[src/rtl/cam_read_pkg.sv]
// Shared FSM state type and parameter limits for the windowed camera capture block.
package cam_read_pkg;

  localparam int BPP_MIN = 1;
  localparam int BPP_MAX = 4;
  localparam int PHASE_W = 2;

  typedef enum logic [1:0] {
    S_IDLE,
    S_WAIT_VS_HI,
    S_WAIT_VS_LO,
    S_CAPTURE
  } cam_state_e;

endpackage

[src/rtl/cam_window_read_if.sv]
// Byte stream into the pixel assembler and assembled pixels back out.
interface cam_window_read_if #(
  parameter int DATA_W = 8,
  parameter int BPP    = 2
);
  logic                  smp_vld;
  logic [DATA_W-1:0]     smp_dat;
  logic                  line_start;
  logic                  line_end;
  logic                  flush;
  logic                  pix_vld;
  logic [DATA_W*BPP-1:0] pix_dat;
  logic                  part_err;

  modport master (
    output smp_vld, smp_dat, line_start, line_end, flush,
    input  pix_vld, pix_dat, part_err
  );

  modport slave (
    input  smp_vld, smp_dat, line_start, line_end, flush,
    output pix_vld, pix_dat, part_err
  );
endinterface

[src/rtl/cam_byte_pack.sv]
// Packs BPP camera bytes into one pixel (first byte in MSBs); pix_vld is combinational on the last byte.
// No backpressure; a line ending mid-pixel drops the partial pixel and raises part_err.
module cam_byte_pack
  import cam_read_pkg::*;
#(
  parameter int DATA_W = 8,
  parameter int BPP    = 2
) (
  input  logic            clk,
  input  logic            rst,
  cam_window_read_if.slave bp
);
  localparam int                 PIX_W = DATA_W * BPP;
  localparam logic [PHASE_W-1:0] LAST  = PHASE_W'(BPP - 1);

  logic [PHASE_W-1:0] phase_q, phase_d, phase_cur;
  logic [PIX_W-1:0]   shift_q, shift_d, shift_nxt;
  logic               pix_vld, part_err;

  always_comb begin
    // A rising href starts a fresh pixel even if the previous line was left mid-pixel.
    phase_cur = bp.line_start ? '0 : phase_q;
    shift_nxt = (shift_q << DATA_W) | PIX_W'(bp.smp_dat);
    phase_d   = phase_q;
    shift_d   = shift_q;
    pix_vld   = 1'b0;
    part_err  = 1'b0;
    if (bp.flush) begin
      phase_d = '0;
    end else if (bp.line_end) begin
      phase_d  = '0;
      part_err = (phase_q != '0);
    end else if (bp.smp_vld) begin
      shift_d = shift_nxt;
      if (phase_cur == LAST) begin
        phase_d = '0;
        pix_vld = 1'b1;
      end else begin
        phase_d = phase_cur + PHASE_W'(1);
      end
    end
  end

  always_ff @(posedge clk) begin
    if (rst) begin
      phase_q <= '0;
      shift_q <= '0;
    end else begin
      phase_q <= phase_d;
      shift_q <= shift_d;
    end
  end

  assign bp.pix_vld  = pix_vld;
  assign bp.pix_dat  = shift_nxt;
  assign bp.part_err = part_err;

endmodule

[src/rtl/cam_window_read.sv]
// Crops a window from a vsync/href camera stream; pixel outputs are registered one cycle after the last byte.
// No backpressure (camera cannot stall). Define CAM_WINDOW_READ_DECIMATE_EN for 2:1 decimation on both axes.
module cam_window_read
  import cam_read_pkg::*;
#(
  parameter int DATA_W = 8,
  parameter int BPP    = 2,
  parameter int XW     = 10,
  parameter int YW     = 9
) (
  input  logic                  p_clock,
  input  logic                  reset,
  input  logic                  start,
  input  logic                  continuous,
  input  logic                  vsync,
  input  logic                  href,
  input  logic [DATA_W-1:0]     p_data,
  input  logic [XW-1:0]         win_x0,
  input  logic [XW-1:0]         win_x1,
  input  logic [YW-1:0]         win_y0,
  input  logic [YW-1:0]         win_y1,
  output logic [DATA_W*BPP-1:0] pixel_data,
  output logic [XW-1:0]         pixel_x,
  output logic [YW-1:0]         pixel_y,
  output logic                  pixel_done,
  output logic                  done,
  output logic                  busy,
  output logic                  line_err
);
  localparam int PIX_W = DATA_W * BPP;

  if (BPP < BPP_MIN || BPP > BPP_MAX) begin : g_bpp_range
    $error("cam_window_read: BPP outside legal range");
  end

  cam_state_e       state_q, state_d;
  logic             cont_q, cont_d;
  logic [XW-1:0]    x0_q, x0_d, x1_q, x1_d, col_q, col_d;
  logic [YW-1:0]    y0_q, y0_d, y1_q, y1_d, row_q, row_d;
  logic             href_q, href_d;
  logic [PIX_W-1:0] pixel_data_q, pixel_data_d;
  logic [XW-1:0]    pixel_x_q, pixel_x_d;
  logic [YW-1:0]    pixel_y_q, pixel_y_d;
  logic             pixel_done_q, pixel_done_d;
  logic             done_q, done_d;
  logic             line_err_q, line_err_d;
  logic             capturing, frame_end, enter_cap, busy_c;
  logic             href_rise, href_fall, in_win;

  cam_window_read_if #(.DATA_W(DATA_W), .BPP(BPP)) bp_if ();

  cam_byte_pack #(.DATA_W(DATA_W), .BPP(BPP)) u_pack (
    .clk (p_clock),
    .rst (reset),
    .bp  (bp_if.slave)
  );

  always_ff @(posedge p_clock) begin
    if (reset) state_q <= S_IDLE;
    else       state_q <= state_d;
  end

  always_comb begin
    state_d = state_q;
    case (state_q)
      S_IDLE:       if (start)  state_d = S_WAIT_VS_HI;
      S_WAIT_VS_HI: if (vsync)  state_d = S_WAIT_VS_LO;
      S_WAIT_VS_LO: if (!vsync) state_d = S_CAPTURE;
      S_CAPTURE:    if (vsync)  state_d = cont_q ? S_WAIT_VS_LO : S_IDLE;
      default:                  state_d = S_IDLE;
    endcase
  end

  // vsync wins over href in CAPTURE, so a byte coincident with frame end is never sampled.
  always_comb begin
    busy_c    = (state_q != S_IDLE);
    capturing = (state_q == S_CAPTURE) && !vsync;
    frame_end = (state_q == S_CAPTURE) && vsync;
    enter_cap = (state_q == S_WAIT_VS_LO) && !vsync;
    done_d    = frame_end;
  end

  assign bp_if.smp_vld    = capturing && href;
  assign bp_if.smp_dat    = p_data;
  assign bp_if.line_start = href_rise;
  assign bp_if.line_end   = href_fall;
  assign bp_if.flush      = frame_end || enter_cap;

  always_comb begin
    cont_d = cont_q;
    x0_d   = x0_q;
    x1_d   = x1_q;
    y0_d   = y0_q;
    y1_d   = y1_q;
    if (state_q == S_IDLE && start) begin
      cont_d = continuous;
      x0_d   = win_x0;
      x1_d   = win_x1;
      y0_d   = win_y0;
      y1_d   = win_y1;
    end

    href_d    = capturing && href;
    href_rise = capturing && href && !href_q;
    href_fall = capturing && !href && href_q;

    col_d = col_q;
    row_d = row_q;
    if (enter_cap) begin
      col_d = '0;
      row_d = '0;
    end else if (href_fall) begin
      col_d = '0;
      row_d = (row_q == '1) ? row_q : row_q + YW'(1);
    end else if (bp_if.pix_vld) begin
      col_d = (col_q == '1) ? col_q : col_q + XW'(1);
    end

    in_win = (col_q >= x0_q) && (col_q <= x1_q) && (row_q >= y0_q) && (row_q <= y1_q);
`ifdef CAM_WINDOW_READ_DECIMATE_EN
    in_win = in_win && !col_q[0] && !row_q[0];
`endif

    pixel_done_d = bp_if.pix_vld && in_win;
    pixel_data_d = bp_if.pix_vld ? bp_if.pix_dat : pixel_data_q;
    pixel_x_d    = bp_if.pix_vld ? col_q : pixel_x_q;
    pixel_y_d    = bp_if.pix_vld ? row_q : pixel_y_q;
    line_err_d   = bp_if.part_err;
  end

  always_ff @(posedge p_clock) begin
    if (reset) begin
      cont_q       <= 1'b0;
      x0_q         <= '0;
      x1_q         <= '0;
      y0_q         <= '0;
      y1_q         <= '0;
      col_q        <= '0;
      row_q        <= '0;
      href_q       <= 1'b0;
      pixel_data_q <= '0;
      pixel_x_q    <= '0;
      pixel_y_q    <= '0;
      pixel_done_q <= 1'b0;
      done_q       <= 1'b0;
      line_err_q   <= 1'b0;
    end else begin
      cont_q       <= cont_d;
      x0_q         <= x0_d;
      x1_q         <= x1_d;
      y0_q         <= y0_d;
      y1_q         <= y1_d;
      col_q        <= col_d;
      row_q        <= row_d;
      href_q       <= href_d;
      pixel_data_q <= pixel_data_d;
      pixel_x_q    <= pixel_x_d;
      pixel_y_q    <= pixel_y_d;
      pixel_done_q <= pixel_done_d;
      done_q       <= done_d;
      line_err_q   <= line_err_d;
    end
  end

  assign pixel_data = pixel_data_q;
  assign pixel_x    = pixel_x_q;
  assign pixel_y    = pixel_y_q;
  assign pixel_done = pixel_done_q;
  assign done       = done_q;
  assign busy       = busy_c;
  assign line_err   = line_err_q;

endmodule

[config.mk]
export PLATFORM = sky130hd
export DESIGN_NAME = cam_window_read
export DESIGN_NICKNAME = d
export VERILOG_FILES = /design/src/rtl/cam_read_pkg.sv /design/src/rtl/cam_window_read_if.sv /design/src/rtl/cam_byte_pack.sv /design/src/rtl/cam_window_read.sv
export SDC_FILE = /design/constraint.sdc
export NUM_CORES = 1
export LEC_CHECK = 0
export ABC_AREA = 1
export CORE_ASPECT_RATIO = 0.7
export CORE_UTILIZATION = 35
export DETAILED_ROUTE_END_ITERATION = 12
export SLEW_MARGIN = 20
export SYNTH_ARGS = -nofsm -noshare
export SYNTH_HDL_FRONTEND = slang
export SYNTH_SLANG_ARGS = --single-unit
[constraint.sdc]
create_clock -name p_clock -period 4.8 [get_ports p_clock]
set_input_delay 0.72 -clock p_clock [delete_from_list [all_inputs] [get_ports p_clock]]
set_output_delay 0.72 -clock p_clock [all_outputs]
set_load 0.01 [all_outputs]
# == Word level (Yosys, flattened, before mapping) ==
# Cells that the tools add are included.
# totals
ff_bits,109
input_bits,52
output_inout_bits,39
word_cells,78
# classes
n_addsub,3
magnitude_cmp,4
n_eq_ne,10
muxes,12
n_bitwise,5
n_reduce_logical,27
# ops
operator,count
bitwise OR 16 x 8 -> 16 bit,1
two-way mux 2 bit,7
logical AND 1 bit,12
"adder 10 x 1 -> 10 bit, second input constant",1
"equality test 10 bit, second input constant",1
greater-or-equal comparator 10 bit,1
less-or-equal comparator 10 bit,1
"adder 9 x 1 -> 9 bit, second input constant",1
"equality test 9 bit, second input constant",1
greater-or-equal comparator 9 bit,1
less-or-equal comparator 9 bit,1
OR reduction 3 bit,3
"!= test 2 bit, second input constant",4
case mux 2 bit (4 select lines),1
"equality test 2 x 1 -> 1 bit, second input constant",2
"equality test 2 bit, second input constant",2
two-way mux 1 bit,4
NOT 1 bit,4
AND reduction 2 bit,2
AND reduction 4 bit,1
nonzero test 2 bit,2
zero test 1 bit,3
AND reduction 3 bit,1
"adder 2 x 1 -> 2 bit, second input constant",1
other kinds (3),3

# == Longest topological paths before layout ==
# logic_depth
word_depth,11
ltp_mapped,11
depth_no_buf,11

# == Modules after synthesis ==
# Synthesis repeated with hierarchy kept, for this count alone.
# unflattened
cells_unflattened,699
area_unflattened_um2,5265.0
# modules_own_cells
mod,instances,cells_per_inst,area_each_um2,seq_area_each_um2
cam_window_read,1,621,4722.0,1981.9
cam_byte_pack,1,78,543.0,200.2

# == Worst setup path before layout ==
# OpenSTA, ideal clock, no wires.
# synth_timing
path_type,input to register
from,input vsync
to,register col_q[8]
setup_time_ns,0.116
t_arrival_ns,1.487
t_required_ns,4.684
slack_ns,3.196
cell_stages,7
path_buffers,1
path_cell_list,nor2_4 -> nand2_4 -> nor2_8 -> buf_4 -> nand2_1 -> o211ai_1 -> inv_1
# synth_between
elab_chain_cells,11
elab_cells_between_ends,17
cone_classes,eq/ne (1); mux (5); reduce/logical (11)
# synth_rtl
item,line_no,text
start: declaration,cam_window_read.sv:15,"input logic vsync,"
zero test 1 bit,"cam_window_read.sv:77, cam_window_read.sv:79",
logical AND 1 bit,cam_window_read.sv:77,capturing = (state_q == S_CAPTURE) && !vsync;
logical AND 1 bit,"cam_window_read.sv:83, cam_window_read.sv:104",
logical AND 1 bit,cam_window_read.sv:104,href_rise = capturing && href && !href_q;
two-way mux 2 bit,cam_byte_pack.sv:22,phase_cur = bp.line_start ? '0 : phase_q;
equality test 2 x 1 -> 1 bit,cam_byte_pack.sv:35,if (phase_cur == LAST) begin
two-way mux 1 bit,cam_byte_pack.sv:35,
two-way mux 1 bit,cam_byte_pack.sv:33,end else if (bp.smp_vld) begin
two-way mux 1 bit,cam_byte_pack.sv:30,end else if (bp.line_end) begin
two-way mux 1 bit,cam_byte_pack.sv:28,if (bp.flush) begin
AND reduction 2 bit (no line),n/a,
end signal: assignment,cam_window_read.sv:153,col_q <= col_d;
end: declaration,cam_window_read.sv:38,"logic [XW-1:0] x0_q, x0_d, x1_q, x1_d, col_q, col_d;"
# Several ways; a longest one is shown, not always the timed one.
# A chain may end at the register's enable or synchronous reset.

# == Worst setup path after layout ==
# layout_timing
from,input start
to,register x1_q[5]
# layout_between
elab_chain_cells,1
# layout_rtl
item,line_no,text
start: declaration,cam_window_read.sv:13,"input logic start,"
logical AND 1 bit,cam_window_read.sv:95,if (state_q == S_IDLE && start) begin
end signal: assignment,cam_window_read.sv:135,x1_q <= '0;
end signal: assignment,cam_window_read.sv:150,x1_q <= x1_d;
end: declaration,cam_window_read.sv:38,
# Every way passes these cells.

==> results.md <==
* Status: completed
* Largest net degree at the start of global routing at 65
* Routed WL at 12790 um
* TritonCTS clock tree: yes
* CP endpoint kind: flop
* DRT iter0 DRCs at around 290
* Die Wd at 145.1 um
* Tightest Hold Check Type: reg -> reg
* Starting Density at a little over a third
* DR vias at 4431
* Crit path cell chain: clkdlybuf4s50_1 -> inv_1 -> nor2_2 -> clkinv_1 -> buf_4 -> o21ai_0 -> a21oi_1
* Synthesized instance count at 655
* Maximum buffer depth of the clock tree at 2
* Avg Inst Size Synth at 7.664 sq um
* Clk_lat worst skew at 0.35 ns
* Num CTS Buffers at 9
* Count leader, synth: dfxtp_1
* DRC at 0
* Area delta synth->final at 26.72%
* Slew @ Worst Pin at around 0.8 ns
* Layout net count at 828
* Total GRT Usage at around 18%
* Row count at 36
* Async SR Flop Fraction at 0%
* Number of synthesized flops with an enable pin at 0
* RSZ-0062 raised after global routing: false
* Post-cts resize count at 0
* Htree depth at 3
* Count of final hold-check violations at 0
* Relative slew slack at 45.02%
* Fin crit share at between 50 and 60%
* Worst VDD drop at approximately 0.19 mV
* Post-CTS setup buffers at 0
* Required time of the worst setup path at 5.03 ns
* Port Buffer Count at 90
* Final Setup Violations at 0
* Post-layout minimum cycle time at roughly 2.8 ns
* Worst path slowest cell: clkinv_1
* IO Pins at about 90
* # Max-Cap Violations at 0
* Number of synthesized register bits at approximately 110
* Worst path buffer plus inverter count at 4
* Pins over their slew limit at 0
* Post-synth top flop: dfxtp_1
* Clock sink count at 109
* Clock skew at 0.01215 ns
* Register area share after synthesis at 43.47%
* Top cell type's share of synthesized area at 43.47%
* Core area at 0.01396 sq mm
* Layout Cells excl Fill at 930
* Pleak at 2.672 nW
* Yosys warning count at 0
* Initial antenna violation count at 0
* Die H at between 100 and 150 um
* GR Overflow Total at 0
* Arrival @ worst endpoint at 3.03 ns
* GP Congestion at 0.8785
* Share of layout cells above drive strength 1 at roughly 3.8%
* Synth area leader: dfxtp_1
* Vias/cell at 4.765
* Mapped Nets at approximately 750
* Die area at 0.01483 sq mm
* Clock transition at path regs at 0.08 ns
* Root Driver: clkbuf_16
* Post-Syn Area at 0.005020 sq mm
* Setup CP Type: in -> reg
* Synth area leaders: dfxtp_1 (43%), ha_1 (10%), o21ai_0 (9.0%)
* Dpl cells at roughly 910
* Drt first pass iters at 5
* Setup TNS at 0 ns
* Hold-fix buffers, CTS at 0
* DP HPWL at a little over 9000 um
* Synth top cells by count: dfxtp_1 (109), inv_1 (94), o21ai_0 (90), a21oi_1 (89), nand2_1 (79)
* Number of global-route vias before repair at 4203
* Ant diodes at 0
* Synth cell types at 33
* CP top delay family: buffers and inverters
* Critical Path Source Type: input pin
* Critical Path Max Stage Delay at ~0.7 ns
* Pwr Density at 298.5 mW/mm^2
* Fmax at approximately 360 MHz
* First-pass GRT wire length at approximately 21000 um
* Critical-path maximum fanout at 40
* Post-route ant nets at 0
* Wirelength per Cell at 13.75 um
-- cells in the final DEF, fill, tap and decap left out, types with 2 or more instances in the layout --
cell / count
inv_8: 2
nand2_1: 79
clkdlybuf4s50_1: 90
nand3b_1: 3
buf_4: 2
a21o_1: 3
nor2_1: 61
o21ai_0: 90
inv_2: 3
nand3_1: 19
nor3_1: 9
nand4_1: 13
ha_1: 41
inv_1: 93
a21oi_1: 89
clkbuf_16: 9
a211oi_1: 4
nor2_4: 2
dfxtp_1: 109
-- state kept, by name (all words and copies together) (netlist names) --
register / cells
pixel_data: 16
col_q: 10
pixel_x: 10
x0_q: 10
x1_q: 10
pixel_y: 9
row_q: 9
y0_q: 9
y1_q: 9
u_pack.shift_q: 8
state_q: 2
u_pack.phase_q: 2
cont_q: 1
done: 1
href_q: 1
line_err: 1
pixel_done: 1
-- final cells by class --
cell class	count	area, sq um
timing repair buffer	92	915.9
sequential	109	2182
clock inverter	6	52.55
tap	190	237.7
multi-input combinational	426	2370
fill	1382	7602
clock buffer	10	239.0
inverter	97	364.1
-- path summary, 6_finish.rpt --
kind	startpoint	to	slack, ns	cells after the start
worst max register to register	state_q[1]	x1_q[5]	2.30	7
worst max-delay path	start	x1_q[5]	2.00	7
worst min register to register	u_pack.shift_q[3]	u_pack.shift_q[3]	0.45	2
worst min-delay path	u_pack.shift_q[3]	u_pack.shift_q[3]	0.45	2
-- power by group --
group / total, mW / switching, mW / internal [mW] / leakage, nW
clock: 0.735 / 0.358 / 0.376 / 0.143
combinational: 0.215 / 0.122 / 0.0932 / 1.64
sequential: 0.949 / 0.0111 / 0.938 / 0.887
total: 1.90 / 0.492 / 1.41 / 2.67
-- routing by layer --
| metal | routed length (um) | global-route usage [%] | share of wire (%) |
|---|---|---|---|
| met4 | 65 | 5.182 | 0.51 |
| met3 | 533 | 3.973 | 4.2 |
| met5 | 0 | 0 | 0 |
| met2 | 5241 | 26.66 | 41 |
| met1 | 6944 | 26.20 | 54 |
-- stage by stage --
step | area [sq um] | worst slack (ns) | total power [mW] | util, % | hold WS [ns]
after floorplan | 5020 | 3.196 | 1.101 | - | 0.4297
after global placement | 6070 | 1.752 | 1.179 | 43.47 | 0.4399
after detailed placement | 6070 | 1.605 | 1.186 | 43.47 | 0.4469
after CTS | 6361 | 1.983 | 1.926 | 45.56 | 0.4592
after global routing | 6361 | 1.765 | 1.999 | 45.56 | 0.4763
final | 6361 | 1.998 | 1.899 | 45.56 | 0.4546
-- cells by family after synthesis --
group,synth area share [%]
compound gates,19.82
buf+inv,9.322
fa+ha+maj,10.22
xor+xnor,0.1745
simple gates,17.00
flops,43.47
-- tightest hold or removal path, stage by stage, from the launching register on --
cell and delay (ns):
dfxtp_1 0.30, inv_1 0.06, a21oi_1 0.05
No activity file was read; power rests on OpenSTA's default activity.
